## src/rtl/pattern_gen_sequencer_if.sv

```systemverilog
// Host-control, generator CSR/pattern-port and source-monitor signals of the sequencer.
// master = sequencer side, slave = host/generator side.
interface pattern_gen_sequencer_if #(
  parameter int DATA_WIDTH       = 32,
  parameter int ADDRESS_WIDTH    = 6,
  parameter int BEAT_COUNT_WIDTH = 32
);
  logic                        go;
  logic                        abort;
  logic [31:0]                 cfg_payload_length;
  logic [15:0]                 cfg_pattern_position;
  logic [15:0]                 cfg_pattern_length;
  logic [DATA_WIDTH-1:0]       cfg_seed;
  logic [BEAT_COUNT_WIDTH-1:0] cfg_beat_target;

  logic [1:0]                  csr_address;
  logic [31:0]                 csr_writedata;
  logic                        csr_write;
  logic [3:0]                  csr_byteenable;

  logic [ADDRESS_WIDTH-1:0]    pattern_address;
  logic [DATA_WIDTH-1:0]       pattern_writedata;
  logic                        pattern_write;
  logic [DATA_WIDTH/8-1:0]     pattern_byteenable;

  logic                        src_valid;
  logic                        src_ready;

  logic                        busy;
  logic                        done;
  logic                        error;
  logic [BEAT_COUNT_WIDTH-1:0] beats_seen;

  modport master (
    input  go, abort, cfg_payload_length, cfg_pattern_position, cfg_pattern_length,
           cfg_seed, cfg_beat_target, src_valid, src_ready,
    output csr_address, csr_writedata, csr_write, csr_byteenable,
           pattern_address, pattern_writedata, pattern_write, pattern_byteenable,
           busy, done, error, beats_seen
  );

  modport slave (
    output go, abort, cfg_payload_length, cfg_pattern_position, cfg_pattern_length,
           cfg_seed, cfg_beat_target, src_valid, src_ready,
    input  csr_address, csr_writedata, csr_write, csr_byteenable,
           pattern_address, pattern_writedata, pattern_write, pattern_byteenable,
           busy, done, error, beats_seen
  );
endinterface

```

## src/rtl/pattern_gen_sequencer.sv

```systemverilog
// Loads an incrementing pattern, programs the generator CSRs, starts it, stops after N beats.
// All outputs registered; one write strobe per cycle, generator never stalls the writes.
module pattern_gen_sequencer #(
  parameter int DATA_WIDTH         = 32,
  parameter int MAX_PATTERN_LENGTH = 64,
  parameter int ADDRESS_WIDTH      = 6,
  parameter int BEAT_COUNT_WIDTH   = 32
) (
  input  logic                   clk,
  input  logic                   reset,
  pattern_gen_sequencer_if.master bus
);

  localparam int BE_W = DATA_WIDTH / 8;

  typedef enum logic [2:0] {
    S_IDLE, S_LOAD, S_CFG_PAYLOAD, S_CFG_PATTERN, S_START, S_RUN, S_STOP, S_DONE
  } state_t;

  state_t                      state_q;
  logic [31:0]                 payload_q;
  logic [15:0]                 position_q;
  logic [15:0]                 length_q;
  logic [BEAT_COUNT_WIDTH-1:0] target_q;

  logic [1:0]                  csr_address_q;
  logic [31:0]                 csr_writedata_q;
  logic                        csr_write_q;
  logic [3:0]                  csr_byteenable_q;
  logic [ADDRESS_WIDTH-1:0]    pattern_address_q;
  logic [DATA_WIDTH-1:0]       pattern_writedata_q;
  logic                        pattern_write_q;
  logic [BE_W-1:0]             pattern_byteenable_q;
  logic                        busy_q;
  logic                        done_q;
  logic                        error_q;
  logic [BEAT_COUNT_WIDTH-1:0] beats_q;

  logic                        fire;
  logic                        len_bad;
  logic                        last_word;
  logic                        target_hit;
  logic [BEAT_COUNT_WIDTH-1:0] beats_d;

  assign fire       = bus.src_valid & bus.src_ready;
  assign len_bad    = (bus.cfg_pattern_length == 16'd0) ||
                      (int'(bus.cfg_pattern_length) > MAX_PATTERN_LENGTH);
  assign last_word  = (16'(pattern_address_q) == (length_q - 16'd1));
  // Saturating count; the target compare uses the post-increment value.
  assign beats_d    = (beats_q == '1) ? beats_q : beats_q + 1'b1;
  assign target_hit = fire && (target_q != '0) && (beats_d == target_q);

  always_ff @(posedge clk or negedge reset) begin
    if (!reset) begin
      state_q              <= S_IDLE;
      payload_q            <= '0;
      position_q           <= '0;
      length_q             <= '0;
      target_q             <= '0;
      csr_address_q        <= '0;
      csr_writedata_q      <= '0;
      csr_write_q          <= 1'b0;
      csr_byteenable_q     <= '0;
      pattern_address_q    <= '0;
      pattern_writedata_q  <= '0;
      pattern_write_q      <= 1'b0;
      pattern_byteenable_q <= '0;
      busy_q               <= 1'b0;
      done_q               <= 1'b0;
      error_q              <= 1'b0;
      beats_q              <= '0;
    end else begin
      case (state_q)
        S_IDLE: begin
          if (bus.go) begin
            payload_q  <= bus.cfg_payload_length;
            position_q <= bus.cfg_pattern_position;
            length_q   <= bus.cfg_pattern_length;
            target_q   <= bus.cfg_beat_target;
            beats_q    <= '0;
            error_q    <= len_bad;
            busy_q     <= 1'b1;
            if (len_bad) begin
              done_q  <= 1'b1;
              state_q <= S_DONE;
            end else begin
              pattern_write_q      <= 1'b1;
              pattern_address_q    <= '0;
              pattern_writedata_q  <= bus.cfg_seed;
              pattern_byteenable_q <= {BE_W{1'b1}};
              state_q              <= S_LOAD;
            end
          end
        end
        S_LOAD: begin
          if (bus.abort) begin
            pattern_write_q <= 1'b0;
            done_q          <= 1'b1;
            state_q         <= S_DONE;
          end else if (last_word) begin
            pattern_write_q  <= 1'b0;
            csr_write_q      <= 1'b1;
            csr_address_q    <= 2'd0;
            csr_writedata_q  <= payload_q;
            csr_byteenable_q <= 4'hF;
            state_q          <= S_CFG_PAYLOAD;
          end else begin
            pattern_address_q   <= pattern_address_q + 1'b1;
            pattern_writedata_q <= pattern_writedata_q + 1'b1;
          end
        end
        S_CFG_PAYLOAD: begin
          if (bus.abort) begin
            csr_write_q <= 1'b0;
            done_q      <= 1'b1;
            state_q     <= S_DONE;
          end else begin
            csr_address_q    <= 2'd1;
            csr_writedata_q  <= {position_q, length_q};
            csr_byteenable_q <= 4'hF;
            state_q          <= S_CFG_PATTERN;
          end
        end
        S_CFG_PATTERN: begin
          if (bus.abort) begin
            csr_write_q <= 1'b0;
            done_q      <= 1'b1;
            state_q     <= S_DONE;
          end else begin
            csr_address_q    <= 2'd2;
            csr_writedata_q  <= 32'h0100_0000;
            csr_byteenable_q <= 4'h8;
            state_q          <= S_START;
          end
        end
        S_START: begin
          csr_write_q <= 1'b0;
          if (bus.abort) begin
            done_q  <= 1'b1;
            state_q <= S_DONE;
          end else begin
            state_q <= S_RUN;
          end
        end
        S_RUN: begin
          if (fire) beats_q <= beats_d;
          if (bus.abort || target_hit) begin
            csr_write_q      <= 1'b1;
            csr_address_q    <= 2'd2;
            csr_writedata_q  <= 32'h0000_0000;
            csr_byteenable_q <= 4'h8;
            state_q          <= S_STOP;
          end
        end
        S_STOP: begin
          csr_write_q <= 1'b0;
          done_q      <= 1'b1;
          state_q     <= S_DONE;
        end
        S_DONE: begin
          done_q  <= 1'b0;
          busy_q  <= 1'b0;
          state_q <= S_IDLE;
        end
        default: state_q <= S_IDLE;
      endcase
    end
  end

  assign bus.csr_address        = csr_address_q;
  assign bus.csr_writedata      = csr_writedata_q;
  assign bus.csr_write          = csr_write_q;
  assign bus.csr_byteenable     = csr_byteenable_q;
  assign bus.pattern_address    = pattern_address_q;
  assign bus.pattern_writedata  = pattern_writedata_q;
  assign bus.pattern_write      = pattern_write_q;
  assign bus.pattern_byteenable = pattern_byteenable_q;
  assign bus.busy               = busy_q;
  assign bus.done               = done_q;
  assign bus.error              = error_q;
  assign bus.beats_seen         = beats_q;

endmodule
```

## src/flat_wrapper.sv

```systemverilog
// flat-port wrapper written by rule: the top's interface ports become plain ports
module pattern_gen_sequencer_flat 
#(
  parameter int DATA_WIDTH         = 32,
  parameter int MAX_PATTERN_LENGTH = 64,
  parameter int ADDRESS_WIDTH      = 6,
  parameter int BEAT_COUNT_WIDTH   = 32
)
  (clk, reset, bus_go, bus_abort, bus_cfg_payload_length, bus_cfg_pattern_position, bus_cfg_pattern_length, bus_cfg_seed, bus_cfg_beat_target, bus_src_valid, bus_src_ready, bus_csr_address, bus_csr_writedata, bus_csr_write, bus_csr_byteenable, bus_pattern_address, bus_pattern_writedata, bus_pattern_write, bus_pattern_byteenable, bus_busy, bus_done, bus_error, bus_beats_seen);
  pattern_gen_sequencer_if #(.DATA_WIDTH(DATA_WIDTH), .ADDRESS_WIDTH(ADDRESS_WIDTH), .BEAT_COUNT_WIDTH(BEAT_COUNT_WIDTH)) bus_i ();
  input  logic clk;
  input  logic reset;
  input wire logic [$bits(bus_i.go)-1:0] bus_go;
  input wire logic [$bits(bus_i.abort)-1:0] bus_abort;
  input wire logic [$bits(bus_i.cfg_payload_length)-1:0] bus_cfg_payload_length;
  input wire logic [$bits(bus_i.cfg_pattern_position)-1:0] bus_cfg_pattern_position;
  input wire logic [$bits(bus_i.cfg_pattern_length)-1:0] bus_cfg_pattern_length;
  input wire logic [$bits(bus_i.cfg_seed)-1:0] bus_cfg_seed;
  input wire logic [$bits(bus_i.cfg_beat_target)-1:0] bus_cfg_beat_target;
  input wire logic [$bits(bus_i.src_valid)-1:0] bus_src_valid;
  input wire logic [$bits(bus_i.src_ready)-1:0] bus_src_ready;
  output wire logic [$bits(bus_i.csr_address)-1:0] bus_csr_address;
  output wire logic [$bits(bus_i.csr_writedata)-1:0] bus_csr_writedata;
  output wire logic [$bits(bus_i.csr_write)-1:0] bus_csr_write;
  output wire logic [$bits(bus_i.csr_byteenable)-1:0] bus_csr_byteenable;
  output wire logic [$bits(bus_i.pattern_address)-1:0] bus_pattern_address;
  output wire logic [$bits(bus_i.pattern_writedata)-1:0] bus_pattern_writedata;
  output wire logic [$bits(bus_i.pattern_write)-1:0] bus_pattern_write;
  output wire logic [$bits(bus_i.pattern_byteenable)-1:0] bus_pattern_byteenable;
  output wire logic [$bits(bus_i.busy)-1:0] bus_busy;
  output wire logic [$bits(bus_i.done)-1:0] bus_done;
  output wire logic [$bits(bus_i.error)-1:0] bus_error;
  output wire logic [$bits(bus_i.beats_seen)-1:0] bus_beats_seen;
  assign bus_i.go = bus_go;
  assign bus_i.abort = bus_abort;
  assign bus_i.cfg_payload_length = bus_cfg_payload_length;
  assign bus_i.cfg_pattern_position = bus_cfg_pattern_position;
  assign bus_i.cfg_pattern_length = bus_cfg_pattern_length;
  assign bus_i.cfg_seed = bus_cfg_seed;
  assign bus_i.cfg_beat_target = bus_cfg_beat_target;
  assign bus_i.src_valid = bus_src_valid;
  assign bus_i.src_ready = bus_src_ready;
  assign bus_csr_address = bus_i.csr_address;
  assign bus_csr_writedata = bus_i.csr_writedata;
  assign bus_csr_write = bus_i.csr_write;
  assign bus_csr_byteenable = bus_i.csr_byteenable;
  assign bus_pattern_address = bus_i.pattern_address;
  assign bus_pattern_writedata = bus_i.pattern_writedata;
  assign bus_pattern_write = bus_i.pattern_write;
  assign bus_pattern_byteenable = bus_i.pattern_byteenable;
  assign bus_busy = bus_i.busy;
  assign bus_done = bus_i.done;
  assign bus_error = bus_i.error;
  assign bus_beats_seen = bus_i.beats_seen;
  pattern_gen_sequencer #(.DATA_WIDTH(DATA_WIDTH), .MAX_PATTERN_LENGTH(MAX_PATTERN_LENGTH), .ADDRESS_WIDTH(ADDRESS_WIDTH), .BEAT_COUNT_WIDTH(BEAT_COUNT_WIDTH)) u_core (.clk(clk), .reset(reset), .bus(bus_i));
endmodule
```

## config.mk

```make
export PLATFORM = sky130hd
export DESIGN_NAME = pattern_gen_sequencer_flat
export DESIGN_NICKNAME = d
export VERILOG_FILES = /design/src/rtl/pattern_gen_sequencer_if.sv /design/src/rtl/pattern_gen_sequencer.sv /design/src/flat_wrapper.sv
export SDC_FILE = /design/constraint.sdc
export NUM_CORES = 1
export LEC_CHECK = 0
export CORE_MARGIN = 3
export CORE_UTILIZATION = 45
export CTS_CLUSTER_DIAMETER = 100
export DETAILED_ROUTE_END_ITERATION = 10
export PLACE_DENSITY = 0.72
export SLEW_MARGIN = 20
export SYNTH_ARGS = -nofsm -noshare
export SYNTH_HDL_FRONTEND = slang
export SYNTH_SLANG_ARGS = --single-unit
```

## constraint.sdc

```tcl
create_clock -name clk -period 5.3 [get_ports clk]
set_input_delay 0.53 -clock clk [delete_from_list [all_inputs] [get_ports clk]]
set_output_delay 0.53 -clock clk [all_outputs]
set_load 0.03 [all_outputs]
```

# == Yosys cells after proc, flatten, opt, wreduce, memory -nomap -nowiden ==
# Cells that the tools add are included.
# Widths: inputs -> output; s select.
# totals
input_bits,134
out_inout_bits,117
mem_bits_rw,0
word_cells,130
memories,0
ff_bits,213
latch_bits,0
romBits,0
# op_classes
bitwise,2
n_mul,0
reduce_logical,26
div_mod_pow,0
shifts,0
muxes,57
eq_ne,23
n_addsub,4
magnitude_cmp,1
# op_table
cell,count
$mux 32,12
$pmux 32 s2,2
$pmux 32 s4,1
$add 32x1->32 const B,2
$eq 32x32->1,1
$eq 32x32->1 const B,1
$reduce_bool 32->1,1
$mux 6,4
$pmux 3 s8,1
$mux 4,5
$mux 3,6
$eq 6x16->1,1
$gt 16x7->1 const B,1
$logic_not 16->1,1
$pmux 4 s4,1
$sub 16x1->16 const B,1
$mux 2,7
$eq 3x3->1 const B,4
$mux 1,12
$ne 2x1->1 const B,6
$ne 2x2->1 const B,6
$pmux 6 s2,1
$reduce_bool 4->1,3
$reduce_and 5->1,2
19 further kinds,31

# == Depth between registers and ports, before layout ==
# Gate-level depths: netlist of the first run.
# logic_depth
word_depth,7
ltp_mapped,12
mapped_depth_nobuf,11

# == Worst setup path before layout of the first run ==
# No wires, ideal clock.
# synth_timing
path_kind,register to register
startpoint,register u_core.beats_q[0] (netlist: u_core.bus.beats_seen[0])
endpoint,register u_core.csr_writedata_q[10] (netlist: u_core.bus.csr_writedata[10])
setup_slack_ns,1.267
synth_period_minus_slack_ns,4.033
path_stages_with_launch,12
n_path_buf,1
required_time_ns,5.175
setup_ns,0.125
t_arrival_ns,3.908
path_cell_list,dfrtp_1 > ha_1 > and2_0 > nand3_1 > nor4_1 > xnor2_1 > o31ai_1 > or4_1 > or4_4 > o21ai_4 > buf_12 > mux2_4
# synth_via
elab_chain_cells,7
word_cells_on_any_way,8
cone_classes,1 x add/sub; 3 x eq/ne; 1 x mux; 3 x reduce/logical
# synth_rtl
element,line_no,rtl
from (decl),pattern_gen_sequencer.sv:37,logic [BEAT_COUNT_WIDTH-1:0] beats_q;
from (signal assigned),pattern_gen_sequencer.sv:146,if (fire) beats_q <= beats_d;
$add 32x1->32 / $eq 32x32->1 (equally long branches),pattern_gen_sequencer.sv:50,assign beats_d = (beats_q == '1) ? beats_q : beats_q + 1'b1;
$mux 32 (*),pattern_gen_sequencer.sv:50,
$eq 32x32->1 (*),pattern_gen_sequencer.sv:51,assign target_hit = fire && (target_q != '0) && (beats_d == target_q);
$logic_and 1x1->1 (*),pattern_gen_sequencer.sv:51,
$logic_or 1x1->1 (*),pattern_gen_sequencer.sv:147,if (bus.abort || target_hit) begin
$ne 2x1->1 (no line) (*),n/a,
$reduce_and 6->1 (no line) (*),n/a,
to (signal assigned),pattern_gen_sequencer.sv:104,csr_writedata_q <= payload_q;
to (signal assigned),pattern_gen_sequencer.sv:119,"csr_writedata_q <= {position_q, length_q};"
to (decl),pattern_gen_sequencer.sv:27,logic [31:0] csr_writedata_q;
# Every way passes the cells marked *; elsewhere a longest branch is shown, timed or not.
# A chain may end at the register's enable or synchronous reset.

# == Worst setup path after layout of the first run ==
# layout_timing
startpoint,register u_core.beats_q[0] (netlist: u_core.bus.beats_seen[0])
endpoint,register u_core.csr_writedata_q[31] (netlist: u_core.bus.csr_writedata[31])
# The elaborated chain is that of the path after synthesis.

==> results of run 1 <==
-- layer usage --
layer	GRT usage (%)	up-vias
met5	0	-
met4	6.481	2
met3	5.338	68
met2	40.48	381
met1	36.03	5070
li1	-	5006
-- layout by cell type, fill, tap and decap left out, drive strengths merged, types with 6 or more instances in the layout --
cell type	n
nand3	29
inv	17
nand4	26
clkdlybuf4s50	249
and2	8
and4	8
nor3	23
o22ai	20
a21oi	75
nor4	20
mux2	31
a22o	34
o21a	7
nand2	383
dfrtp	211
o41ai	6
o21ai	85
nor2	67
nand2b	7
o31ai	7
or4	10
xor2	25
clkbuf	37
and3	16
xnor2	33
buf	13
-- cell usage after synthesis (6+ instances only) --
cell type,count,share of area (%)
nand2_1,383,13
dfrtp_1,211,46
o21ai_0,84,3.7
a21oi_1,75,3.3
nor2_1,67,2.2
clkbuf_1,59,1.9
a22o_1,34,2.6
xnor2_1,33,2.5
nand3_1,28,1.2
mux2_4,25,3.3
xor2_1,25,1.9
nand4_1,22,1.2
nor3_1,21,0.92
o22ai_1,20,1.1
nor4_1,19,1.0
inv_1,17,0.56
and3_1,14,0.77
or4_1,8,0.53
and2_1,7,0.38
and4_1,7,0.54
nand2b_1,7,0.38
o21a_1,7,0.46
o31ai_1,7,0.46
mux2_2,6,0.59
o41ai_1,6,0.46
-- cells by family after synthesis --
logic type               after synthesis  synth area share, %
buffers and inverters                 96                3.893
AO/OA/AOI/OAI                        284                15.94
adder cells (fa/ha/maj)                4               0.4387
flip-flops                           211                46.28
XOR/XNOR                              58                4.453
AND/OR/NAND/NOR                      619                24.68
multiplexers                          36                4.321
-- path summary, 6_finish.rpt --
kind,start,end,slack (ns),depth (start not counted)
worst max-delay path,u_core.bus.beats_seen[0],u_core.bus.csr_writedata[31],0.72,11
worst min-delay path,reset,u_core.payload_q[6],0.04,1
worst max register to register,u_core.bus.beats_seen[0],u_core.bus.csr_writedata[31],0.72,11
worst min register to register,u_core.position_q[9],u_core.position_q[9],0.48,2
max in group asynchronous,reset,u_core.target_q[0],3.87,2
min in group clk,u_core.position_q[9],u_core.position_q[9],0.48,2
-- sequential cells by signal (all words and copies together) (netlist names), 2 cells and up --
name and count:
u_core.bus.beats_seen 32, u_core.bus.pattern_address 6, u_core.target_q 32, u_core.state_q 3, u_core.length_q 16, u_core.bus.csr_address 2
u_core.payload_q 32, u_core.bus.csr_byteenable 2, u_core.position_q 16, u_core.bus.pattern_writedata 32, u_core.bus.csr_writedata 32
-- layout make-up --
cell class	instances	area [um2]	share of cell area, %
multi-input combinational	1001	5728	38.45
tap	324	405.4	2.721
clock buffer	37	749.5	5.031
sequential	211	5280	35.44
timing repair buffer	262	2597	17.44
inverter	17	63.81	0.4283
clock inverter	7	73.82	0.4955
-- per-stage QoR --
stage                     instance area [um2]  hold WS, ns  setup WS, ns
after floorplan                         11410       0.2344         1.267
after global placement                  14070       0.4580        0.8379
after detailed placement                14070       0.4621        0.8012
after CTS                               14900       0.1122        0.7761
after global routing                    14900       0.1273        0.5119
final                                   14900      0.04174        0.7215
-- where the power goes --
part | total [mW] | switching, mW | internal [mW]
logic | 3.47 | 1.93 | 1.54
registers | 2.92 | 0.693 | 2.22
clock network | 1.69 | 0.667 | 1.02
==> results.cfg, run 1 <==
[grt]
grt_pass1_wl_mm = 55.89
grt_max_degree = 119
overflow = 0
grtUsageTotal_pct = 25.60
antenna_found_initial = 1
grt_pass1_vias = 10300

[status]
outcome = complete, no violations

[final_layout]
area_growth_pct = 30.59
fin_cells = 1859
drive_gt1_share_pct = 7.557
diodes = 0
final.fill_count = 2152
postLayoutCoreUtil_pct = 60.55
layout.nets = 1655

[clocking]
root_buffer = clkbuf_16
cts_buffers = 24
cts_tree = done
cts.htree.levels = 1
cts_setup_buffers = 0
clock-sinks = 211
clk_path_buf_depth = 3
path_clk_slew_ns = 0.06
holdBufCountCts = 0
clkLatencyLatePin_ns = 0.52
cts_resized = 0

[routing]
met3_wirelength_mm = 2.845
wl_per_cell_um = 19.31
totalWireLength_mm = 35.91
vias = 10530
drtPass1Iterations = 5
drt_first_iter_violations = 914
met2WireLength_mm = 16.67
topRoutingLayerUsed = met5
m1WireLength_mm = 15.57
drc = 0
final_antenna_net_count = 0
vias_per_cell = 5.663

[hold_path]
hold_class = input port to asynchronous set/reset pin

[floorplan]
die-area_um2 = 27300
core_um2 = 24600
die_w_um = 165.2
die_h_um = 165.2
pin_count = 251
rows = 57
initial_utilization_pct = 46.37

[power]
powerDensity_nw_per_um2 = 542.1
p_total_mw = 8.076
ir_drop_mv = 0.3082
p_leak_nw = 6.472

[critical_path]
slowest_stage = or4_4
cp-end-kind = register
start_kind = register
worstPathArrival_ns = 4.98
crit_family = simple AND/OR/NAND/NOR gates
path_cells = ha_1 -> and2_0 -> nand3_1 -> nor4_1 -> xnor2_1 -> o31ai_1 -> or4_1 -> or4_4 -> o21ai_4 -> buf_4 -> mux2_2
crit_fanout = 25
worstSetupPathType = register to register
worst-path-buf-inv = 1
required_ns = 5.70
max_stage_delay_ns = 0.61

[synthesis]
synth_area_um2 = 11410
async_flop_share_pct = 100.0
syn_inst = 1308
synth_flop_cell = dfrtp_1
yosys_warnings = 0
ys_ff_latch = 211
syn_area_per_cell_um2 = 8.722
ys_seq_area_share_pct = 46.28
yosys.cell_types.count = 81
synth_edf_count = 0
syn-num-nets = 1446

[placement]
dp_hpwl_mm = 25.44
placement.io_buffers = 250
place_congestion = 0.9623
dp_cells = 1815

[timing]
finalSetupViolCount = 0
relSlewSlack_pct = 29.34
finalHoldViolations = 0
fin_crit_ns = 4.578
slew_viol_final = 0
period_share_pct = 86.39
finalClockSkew_ns = 0.01805
tightest_slew_ns = 1.060
max_freq_mhz = 218.4
rsz0062_at_grt = false
setup-tns-final_ns = 0

[run]
drv_cap = 0
(Power assumes the default switching activity.)
==> run 2, diff against run 1 <==
- CORE_ASPECT_RATIO: unset -> 0.7
- SLEW_MARGIN: 20 -> unset
==> run 2 against run 1 <==
Against the previous run:
- combinational power up 1%
- worst setup slack lost 0.058 ns
- first-iteration DRC count increased by 7.1%
- clock power decreased by 3%
- largest cell class unchanged
==> results.cfg, run 2 (synthesis gave the netlist of run 1 again) <==
[status]
outcome = complete, no violations

[routing]
drtPass1Iterations = 5
drc = 0
vias = 10910
wl_per_cell_um = 21.69
totalWireLength_mm = 40.31
vias_per_cell = 5.870
final_antenna_net_count = 0
drt_first_iter_violations = 979

[final_layout]
final_cell_mix = 382 x nand2_1, 249 x clkdlybuf4s50_1, 211 x dfrtp_1, 84 x o21ai_0, 73 x a21oi_1
final_cell_area_um2 = 14870
layout.nets = 1655
multiInputGateArea_um2 = 5736
seq_area_um2 = 5280
final_common_cell = nand2_1
final.fill_count = 2203
drive_gt1_share_pct = 7.315
area_growth_pct = 30.36

[placement]
placement.io_buffers = 250
placedInstanceArea_um2 = 14110
dp_hpwl_mm = 29.77
place_congestion = 1.012

[critical_path]
rr_startpoint = u_core.bus.beats_seen[24]
cp-end-kind = register
start_kind = register
required_ns = 5.69
startpoint = u_core.bus.beats_seen[24]
worstSetupPathType = register to register
crit_fanout = 26
worstPathArrival_ns = 5.02

[floorplan]
initial_utilization_pct = 45.99
core_um2 = 24800
rows = 48
die_w_um = 196.3
die_h_um = 139.2
pin_count = 251
die-area_um2 = 27330

[timing]
finalHoldViolations = 0
setup-tns-final_ns = 0
period_share_pct = 87.48
fin_crit_ns = 4.636
tightest_slew_ns = 1.052
finalClockSkew_ns = 0.01869
finalSetupViolCount = 0
slew_viol_final = 0
relSlewSlack_pct = 29.62
holdWs_ns = 0.02371
rsz0062_at_grt = false
max_freq_mhz = 215.7

[clocking]
clock-sinks = 211
cts_tree = done
cts.htree.levels = 1
cts_resized = 0
cts_setup_buffers = 0
path_clk_slew_ns = 0.06
clk_path_buf_depth = 3
holdBufCountCts = 0
root_buffer = clkbuf_16
cts_buffers = 22
clkLatencyLatePin_ns = 0.51

[power]
ir_drop_mv = 0.4411
powerDensity_nw_per_um2 = 549.2
p_leak_nw = 6.444

[hold_path]
hold_class = input port to asynchronous set/reset pin

[run]
drv_cap = 0

[grt]
met3_usage_pct = 8.664
antenna_found_initial = 2
grt_max_degree = 118
grtUsageTotal_pct = 29.19
grt_pass1_vias = 10290
overflow = 0
grt_pass1_wl_mm = 62.86
grt.busiest_layer = met1
grt_use_met2_pct = 38.16
met1_usage_pct = 47.43
==> run 2: cell types whose count changed in the layout (fill, tap and decap cells not counted), sizes merged <==
| cell | before | now |
|---|---|---|
| clkbuf | 37 | 29 |
| buf | 13 | 15 |
| bufinv | 1 | 3 |
| clkinv | 5 | 3 |
| clkinvlp | 1 | 3 |
| diode | 0 | 2 |
==> run 2: where the power goes <==
group          leakage (nW)  switching, mW  internal, mW
clock                 0.363          0.662         0.979
combinational          3.41           1.96          1.55
sequential             2.68          0.797          2.22
total                  6.44           3.42          4.75
==> run 2: worst paths after layout <==
kind | endpoint | slack, ns | cells past startpoint
setup / recovery | u_core.bus.csr_writedata[31] | 0.66 | 10
hold / removal | u_core.payload_q[25] | 0.02 | 1
setup reg to reg | u_core.bus.csr_writedata[31] | 0.66 | 10
hold reg to reg | u_core.payload_q[31] | 0.48 | 2
max in group asynchronous | u_core.target_q[1] | 4.16 | 2
min in group clk | u_core.payload_q[31] | 0.48 | 2
==> run 2: final cells by class <==
| cell class | instances | area share, % |
|---|---|---|
| Multi-Input combinational cell | 1001 | 38.57 |
| Sequential cell | 211 | 35.50 |
| Timing Repair Buffer | 264 | 17.65 |
| Clock buffer | 29 | 4.223 |
| Tap cell | 325 | 2.734 |
| Clock inverter | 9 | 0.8581 |
| Inverter | 17 | 0.4291 |
| Antenna cell | 2 | 0.03365 |
==> run 2: critical path: stages, from the launching register on <==
cell	delay, ns
dfrtp_1	0.53
nand4_2	0.28
nor4_4	0.79
nand3_1	0.42
nor3_1	0.28
o31ai_1	0.09
or4_1	0.53
or4_4	0.60
o21ai_4	0.17
buf_4	0.42
mux2_2	0.39
==> run 2: layer usage <==
layer | part of all wire (%) | vias to the layer above
met2 | 40 | 493
met1 | 49 | 5371
li1 | - | 5001
met5 | 0 | -
met4 | 1.4 | 0
met3 | 10 | 41
==> run 2: stage by stage <==
stage / power (mW) / worst slack, ns / util, % / instances
6_report: 8.168 / 0.6638 / 59.96 / 1858
5_1_grt: 8.648 / 0.4300 / 59.96 / 1858
4_1_cts: 8.156 / 0.7299 / 59.94 / 1856
3_5_place_dp: 6.485 / 0.7550 / 56.89 / 1818
3_3_place_gp: 6.446 / 0.8788 / 56.89 / 1818
2_1_floorplan: 5.110 / 1.267 / - / 1308
